$ cat config.mk
export PLATFORM = sky130hd
export DESIGN_NAME = csa_subtractor_pipe16
export DESIGN_NICKNAME = d
export VERILOG_FILES = /design/src/rtl/csa_subtractor_pipe16.sv
export SDC_FILE = /design/constraint.sdc
export NUM_CORES = 1
export LEC_CHECK = 0
export ABC_CLOCK_PERIOD_IN_PS = 2900
export CAP_MARGIN = 40
export CORE_ASPECT_RATIO = 1.1
export CORE_MARGIN = 2
export CORE_UTILIZATION = 45
export CTS_CLUSTER_SIZE = 40
export DETAILED_ROUTE_END_ITERATION = 12
export PLACE_DENSITY = 0.71
export SYNTH_ARGS = -nofsm -noshare
export SYNTH_HDL_FRONTEND = slang
export SYNTH_SLANG_ARGS = --single-unit
$ cat constraint.sdc
create_clock -name clk -period 2.9 [get_ports clk]
set_input_delay 0.435 -clock clk [delete_from_list [all_inputs] [get_ports clk]]
set_output_delay 0.435 -clock clk [all_outputs]
set_load 0.005 [all_outputs]
$ cat src/rtl/csa_subtractor_pipe16.sv
// 16-bit subtractor computed as a + ~b + ~bin, resolved one nibble per stage
// with carry-select nibbles and a valid/ready pipeline that collapses bubbles.
module csa_subtractor_pipe16 (
  input  logic        clk,
  input  logic        rst,
  input  logic [15:0] a,
  input  logic [15:0] b,
  input  logic        bin,
  input  logic        in_valid,
  output logic        in_ready,
  output logic [15:0] diff,
  output logic        bout,
  output logic        ovf,
  output logic        out_valid,
  input  logic        out_ready
);

  // Carry-select nibble: both sums are formed up front, the incoming carry
  // only drives the final mux.
  function automatic logic [4:0] csel(input logic [3:0] x, input logic [3:0] y,
                                      input logic cin);
    logic [4:0] sum_c0;
    logic [4:0] sum_c1;
    sum_c0 = {1'b0, x} + {1'b0, y};
    sum_c1 = {1'b0, x} + {1'b0, y} + 5'd1;
    return cin ? sum_c1 : sum_c0;
  endfunction

  // Stage 0: nibble 0 done, bits [15:4] still pending
  logic        v0;
  logic [3:0]  d0;
  logic        c0;
  logic [15:4] a0;
  logic [15:4] nb0;
  // Stage 1
  logic        v1;
  logic [7:0]  d1;
  logic        c1;
  logic [15:8] a1;
  logic [15:8] nb1;
  // Stage 2
  logic        v2;
  logic [11:0] d2;
  logic        c2;
  logic [15:12] a2;
  logic [15:12] nb2;

  logic        ld0, ld1, ld2, ld3;
  logic        take;
  logic [15:0] nb_in;
  logic [4:0]  n0, n1, n2, n3;

  // A stage may load when it is empty or its occupant moves on this cycle.
  assign ld3      = !out_valid || out_ready;
  assign ld2      = !v2 || ld3;
  assign ld1      = !v1 || ld2;
  assign ld0      = !v0 || ld1;
  assign in_ready = !rst && ld0;
  assign take     = in_valid && in_ready;

  assign nb_in = ~b;
  assign n0    = csel(a[3:0],     nb_in[3:0],  ~bin);
  assign n1    = csel(a0[7:4],    nb0[7:4],    c0);
  assign n2    = csel(a1[11:8],   nb1[11:8],   c1);
  assign n3    = csel(a2[15:12],  nb2[15:12],  c2);

  always_ff @(posedge clk) begin
    if (rst) begin
      v0        <= 1'b0;
      v1        <= 1'b0;
      v2        <= 1'b0;
      out_valid <= 1'b0;
      diff      <= '0;
      bout      <= 1'b0;
      ovf       <= 1'b0;
    end else begin
      if (ld0) v0 <= take;
      // NOTE: datapath registers are not reset; they only load alongside a
      // valid token, so stale contents never reach the outputs.
      if (take) begin
        d0  <= n0[3:0];
        c0  <= n0[4];
        a0  <= a[15:4];
        nb0 <= nb_in[15:4];
      end

      if (ld1) v1 <= v0;
      if (ld1 && v0) begin
        d1  <= {n1[3:0], d0};
        c1  <= n1[4];
        a1  <= a0[15:8];
        nb1 <= nb0[15:8];
      end

      if (ld2) v2 <= v1;
      if (ld2 && v1) begin
        d2  <= {n2[3:0], d1};
        c2  <= n2[4];
        a2  <= a1[15:12];
        nb2 <= nb1[15:12];
      end

      if (ld3) out_valid <= v2;
      if (ld3 && v2) begin
        diff <= {n3[3:0], d2};
        bout <= ~n3[4];
        // Operand signs differ exactly when a[15] equals the inverted b[15].
        ovf  <= (a2[15] == nb2[15]) && (n3[3] != a2[15]);
      end
    end
  end

endmodule

== After elaboration in Yosys (flattened, before gate mapping) ==
Cells that the tools add are included.

* $add $sub $neg: 8
* Eq/ne operators: 2
* Multiplexer cells: 4
* Bitwise gates (word level): 3
* Reductions and logical operators: 18

{| class="wikitable"
|+ Operators by type and width
! kind !! count
|-
| $add 4x4->5 || 4
|-
| $add 5x1->5 const B || 4
|-
| $mux 5 || 4
|-
| $not 16->16 || 1
|-
| $logic_and 1x1->1 || 6
|-
| $reduce_and 2->1 || 3
|-
| $logic_not 1->1 || 5
|-
| $logic_or 1x1->1 || 4
|-
| $not 1->1 || 2
|-
| $eq 1x1->1 || 1
|-
| $ne 1x1->1 || 1
|}

* Flip-flop bits (word level): 97
* Input bits: 37
* Output and inout port bits: 20
* Logic and storage cells: 54

== Depth between registers and ports, before layout ==
* Depth after elaboration: 8
* Depth in mapped cells: 9
* Mapped depth without buffers: 9

== Worst setup path after synthesis ==
Ideal clock, no wire load.

* Path type: input to register
* Start: input port out_ready
* End: register a1[10] in the netlist's numbering (enable)
* Setup time: 0.444 ns
* Arrival: 2.594 ns
* Path slack: -0.138 ns
* Stages: 3
* Buffers on the path: 0
* Cells stage by stage: nor2b_1 > and3_1 > nor3b_1

* Word-level cells in the longest chain between the ends: 5

{| class="wikitable"
|+ Ends and longest elaborated chain
! item !! RTL line !! RTL
|-
| start, declared || 15 || <nowiki>input logic out_ready</nowiki>
|-
| $logic_or 1x1->1 || 54 || <nowiki>assign ld3 = !out_valid || out_ready;</nowiki>
|-
| $logic_or 1x1->1 || 55 || <nowiki>assign ld2 = !v2 || ld3;</nowiki>
|-
| $logic_or 1x1->1 || 56 || <nowiki>assign ld1 = !v1 || ld2;</nowiki>
|-
| $logic_and 1x1->1 || 88 || <nowiki>if (ld1 && v0) begin</nowiki>
|-
| $reduce_and 2->1 (no source line) || - ||
|-
| end signal, assigned || 91 || <nowiki>a1 <= a0[15:8];</nowiki>
|-
| end, declared || 39 || <nowiki>logic [15:8] a1;</nowiki>
|}

Every way passes these cells.
A chain may end at the register's enable or synchronous reset.

== Final worst setup path ==
* Start: input port out_ready
* End: output port in_ready

* Word-level cells in the longest chain between the ends: 5

{| class="wikitable"
|+ Ends and longest elaborated chain
! item !! RTL line !! RTL
|-
| $logic_or 1x1->1 || 54 ||
|-
| $logic_or 1x1->1 || 55 ||
|-
| $logic_or 1x1->1 || 56 ||
|-
| $logic_or 1x1->1 || 57 || <nowiki>assign ld0 = !v0 || ld1;</nowiki>
|-
| $logic_and 1x1->1 || 58 || <nowiki>assign in_ready = !rst && ld0;</nowiki>
|-
| end, declared || 10 || <nowiki>output logic in_ready,</nowiki>
|}

Every way passes these cells.

==> metrics.csv <==
stage,metric,value,unit
placement,port_buffers,56,
sta,fin_ws,0.484,ns
sta,period_needed,2.42,ns
synthesis,async_flop_share,0,%
setup_path,slowest_stage,clkdlybuf4s50_1,
synthesis,synth-seq-cells,97,
detailed_routing,drt-total-wl,5660,um
detailed_routing,drt_iter0_markers,65,
clock_network,cts_sinks,97,
setup_path,cp_common_cell,clkdlybuf4s50_1,
final_layout,diodes,0,
setup_path,critPathMaxFanout,4,
floorplan,fp.dieW,93.5,um
synthesis,yosys-top-cells-area,"edfxtp_1 (57%), dfxtp_1 (11%), ha_1 (6.3%)",
clock_network,holdBufCountCts,0,
synthesis,ys_top_cells_by_count,"edfxtp_1 (75), nand2_1 (29), a21oi_1 (24), inv_1 (24), dfxtp_1 (22)",
flow_run,maxCapViolCount,0,
global_routing,gr-total-overflow,0,
floorplan,core_area,0.00845,mm^2
final_layout,design_area,0.00487,mm^2
synthesis,synth_top_area_share,56.9,%
floorplan,die_area,0.00957,mm^2
synthesis,postSynthAreaPerCell,13.8,um^2
detailed_routing,wl_per_cell,12.0,um
clock_network,clk_pin_slew,0.10,ns
synthesis,synth-edff-count,75,
setup_path,path_class,input pin to output port,
synthesis,yosysMostFrequentCell,edfxtp_1,
setup_path,arrival,1.98,ns
global_routing,track_usage,13.3,%
sta,rsz0062_at_grt,no,
detailed_routing,num_vias,2233,
setup_path,path_cells,clkdlybuf4s50_1 > nor2b_1 > and3_1 > a21oi_1 > clkdlybuf4s50_1,
synthesis,ys_seq_area_share,68.0,%
floorplan,io_pins,57,
global_routing,grt_max_degree,30,
placement,dp_hpwl,3970,um
clock_network,cts_buffers,9,
sta,worst_slew_pin_slew,0.487,ns
placement,place.gp.congestion,0.783,
pwr,p_per_area,529,mW/mm^2
detailed_routing,ant_nets,0,
final_layout,fin_util,57.6,%
synthesis,synth.distinct_cells,33,
sta,fin_crit_sh,83.3,%
setup_path,end_kind,output port,
clock_network,htreeDepth,3,
synthesis,yosysTopAreaCell,edfxtp_1,
final_layout,nNetsFinal,415,
placement,placed_area,0.00469,mm^2
final_layout,n_fill_cell,697,
global_routing,grt_pass1_vias,2144,
synthesis,yosys_warnings,0,
clock_network,cts_resized,0,
sta,tns,0,ns
pwr,cellLeakagePower,1.79,nW
outcome,outcome,finished clean,
min_path,hp-class,register to register,
setup_path,worst_ep_required_time,2.47,ns
setup_path,slowest_delay,0.45,ns
sta,fin_skew,0.00952,ns
sta,drv_slew,0,
floorplan,initial_core_util,46.9,%
global_routing,antenna_found_initial,0,
clock_network,ctsLongestPathBuffers,2,
floorplan,rows,35,
clock_network,cts-root-buf,clkbuf_8,
sta,hold_viol_final,0,
placement,place_ws,0.357,ns
detailed_routing,drc,0,
synthesis,netlist_area,0.00396,mm^2
floorplan,dieHeight,102,um
setup_path,worstSetupStartpointType,input pin,
sta,maxSlewHeadroom,67.5,%
synthesis,synth_nets,349,
clock_network,postCtsSetupBuffers,0,
sta,finalSetupViolations,0,
pwr,power,2.57,mW
clock_network,clk-insertion-delay-late,0.36,ns
global_routing,grt_pass1_wl,9580,um
synthesis,ys.flop_type,edfxtp_1,
sta,fmax,414,MHz
final_layout,drive_gt1_share,8.36,%
synthesis,syn_inst,288,
pwr,ir_drop,0.280,mV
final_layout,syn2layout_area_growth,22.9,%
detailed_routing,dr.pass1.iters,4,
clock_network,cts_tree,built,
detailed_routing,via_per_inst,4.75,
==> report_power, final <==
part           internal [mW]  switching, mW
clock network          0.319          0.465
logic                  0.121         0.0986
registers               1.55         0.0171
total                   1.99          0.581
==> per-layer routing <==
| layer | GRT usage (%) | routed length (um) |
|---|---|---|
| met1 | 15.7 | 2600 |
| met2 | 22.1 | 2650 |
| met3 | 3.39 | 267 |
| met4 | 8.14 | 131 |
| met5 | 0 | 0 |
==> registers in the layout (all words and copies together) (netlist names) <==
register / cells
a0: 12
a1: 8
a2: 4
bout: 1
c0: 1
c1: 1
c2: 1
d0: 4
d1: 8
d2: 12
diff: 16
nb0: 12
nb1: 8
nb2: 4
out_valid: 1
ovf: 1
v0: 1
v1: 1
v2: 1
==> layout make-up <==
type	count	area, um^2	area share [%]
clock buffer	9	124	2.54
inverter	24	90.1	1.85
sequential	97	2690	55.3
tap	111	139	2.85
clock inverter	7	52.6	1.08
multi-input combinational	161	1170	24.1
timing repair buffer	61	598	12.3
==> stage by stage <==
stage | hold WS, ns | instances
finish | 0.416 | 470
global route | 0.421 | 470
detailed placement | 0.405 | 454
CTS | 0.417 | 470
floorplan | 0.400 | 288
global placement | 0.403 | 454
==> worst paths after layout <==
path              cells past startpoint  slack (ns)       from       end
hold / removal                        0        0.42     a0[15]    a1[15]
hold reg to reg                       0        0.42     a0[15]    a1[15]
setup reg to reg                      8        0.74     a2[12]       ovf
setup / recovery                      5        0.48  out_ready  in_ready
==> critical path: cells and delay by family <==
family | cells | cell delay [ns]
simple gates | 2 | 0.58
compound gates | 1 | 0.11
buf+inv | 2 | 0.86
==> kinds of logic after synthesis <==
family                   synth area share, %
AO/OA/AOI/OAI                           6.00
XOR/XNOR                                5.28
adder cells (fa/ha/maj)                 8.34
buffers and inverters                   2.84
flip-flops                              68.0
multiplexers                            1.36
AND/OR/NAND/NOR                         8.21
==> placed cells by master, fill, tap and decap left out, drive strengths merged, types with 3 or more instances in the layout <==
cell type      Yosys  routed
inv               24      27
nor2b              3       3
xor2               9       9
clkinv             0       3
a211oi             4       4
mux2               3       3
ha                20      20
edfxtp            75      75
buf                1       5
nor2              14      14
nand2b             3       3
xnor2             14      14
nor4               5       5
a21oi             25      25
a21o               7       7
fa                 4       4
clkdlybuf4s50      0      56
dfxtp             22      22
nand2             29      29
nand4              4       4
nor3               3       3
clkbuf             5       9
(Power assumes the default switching activity.)
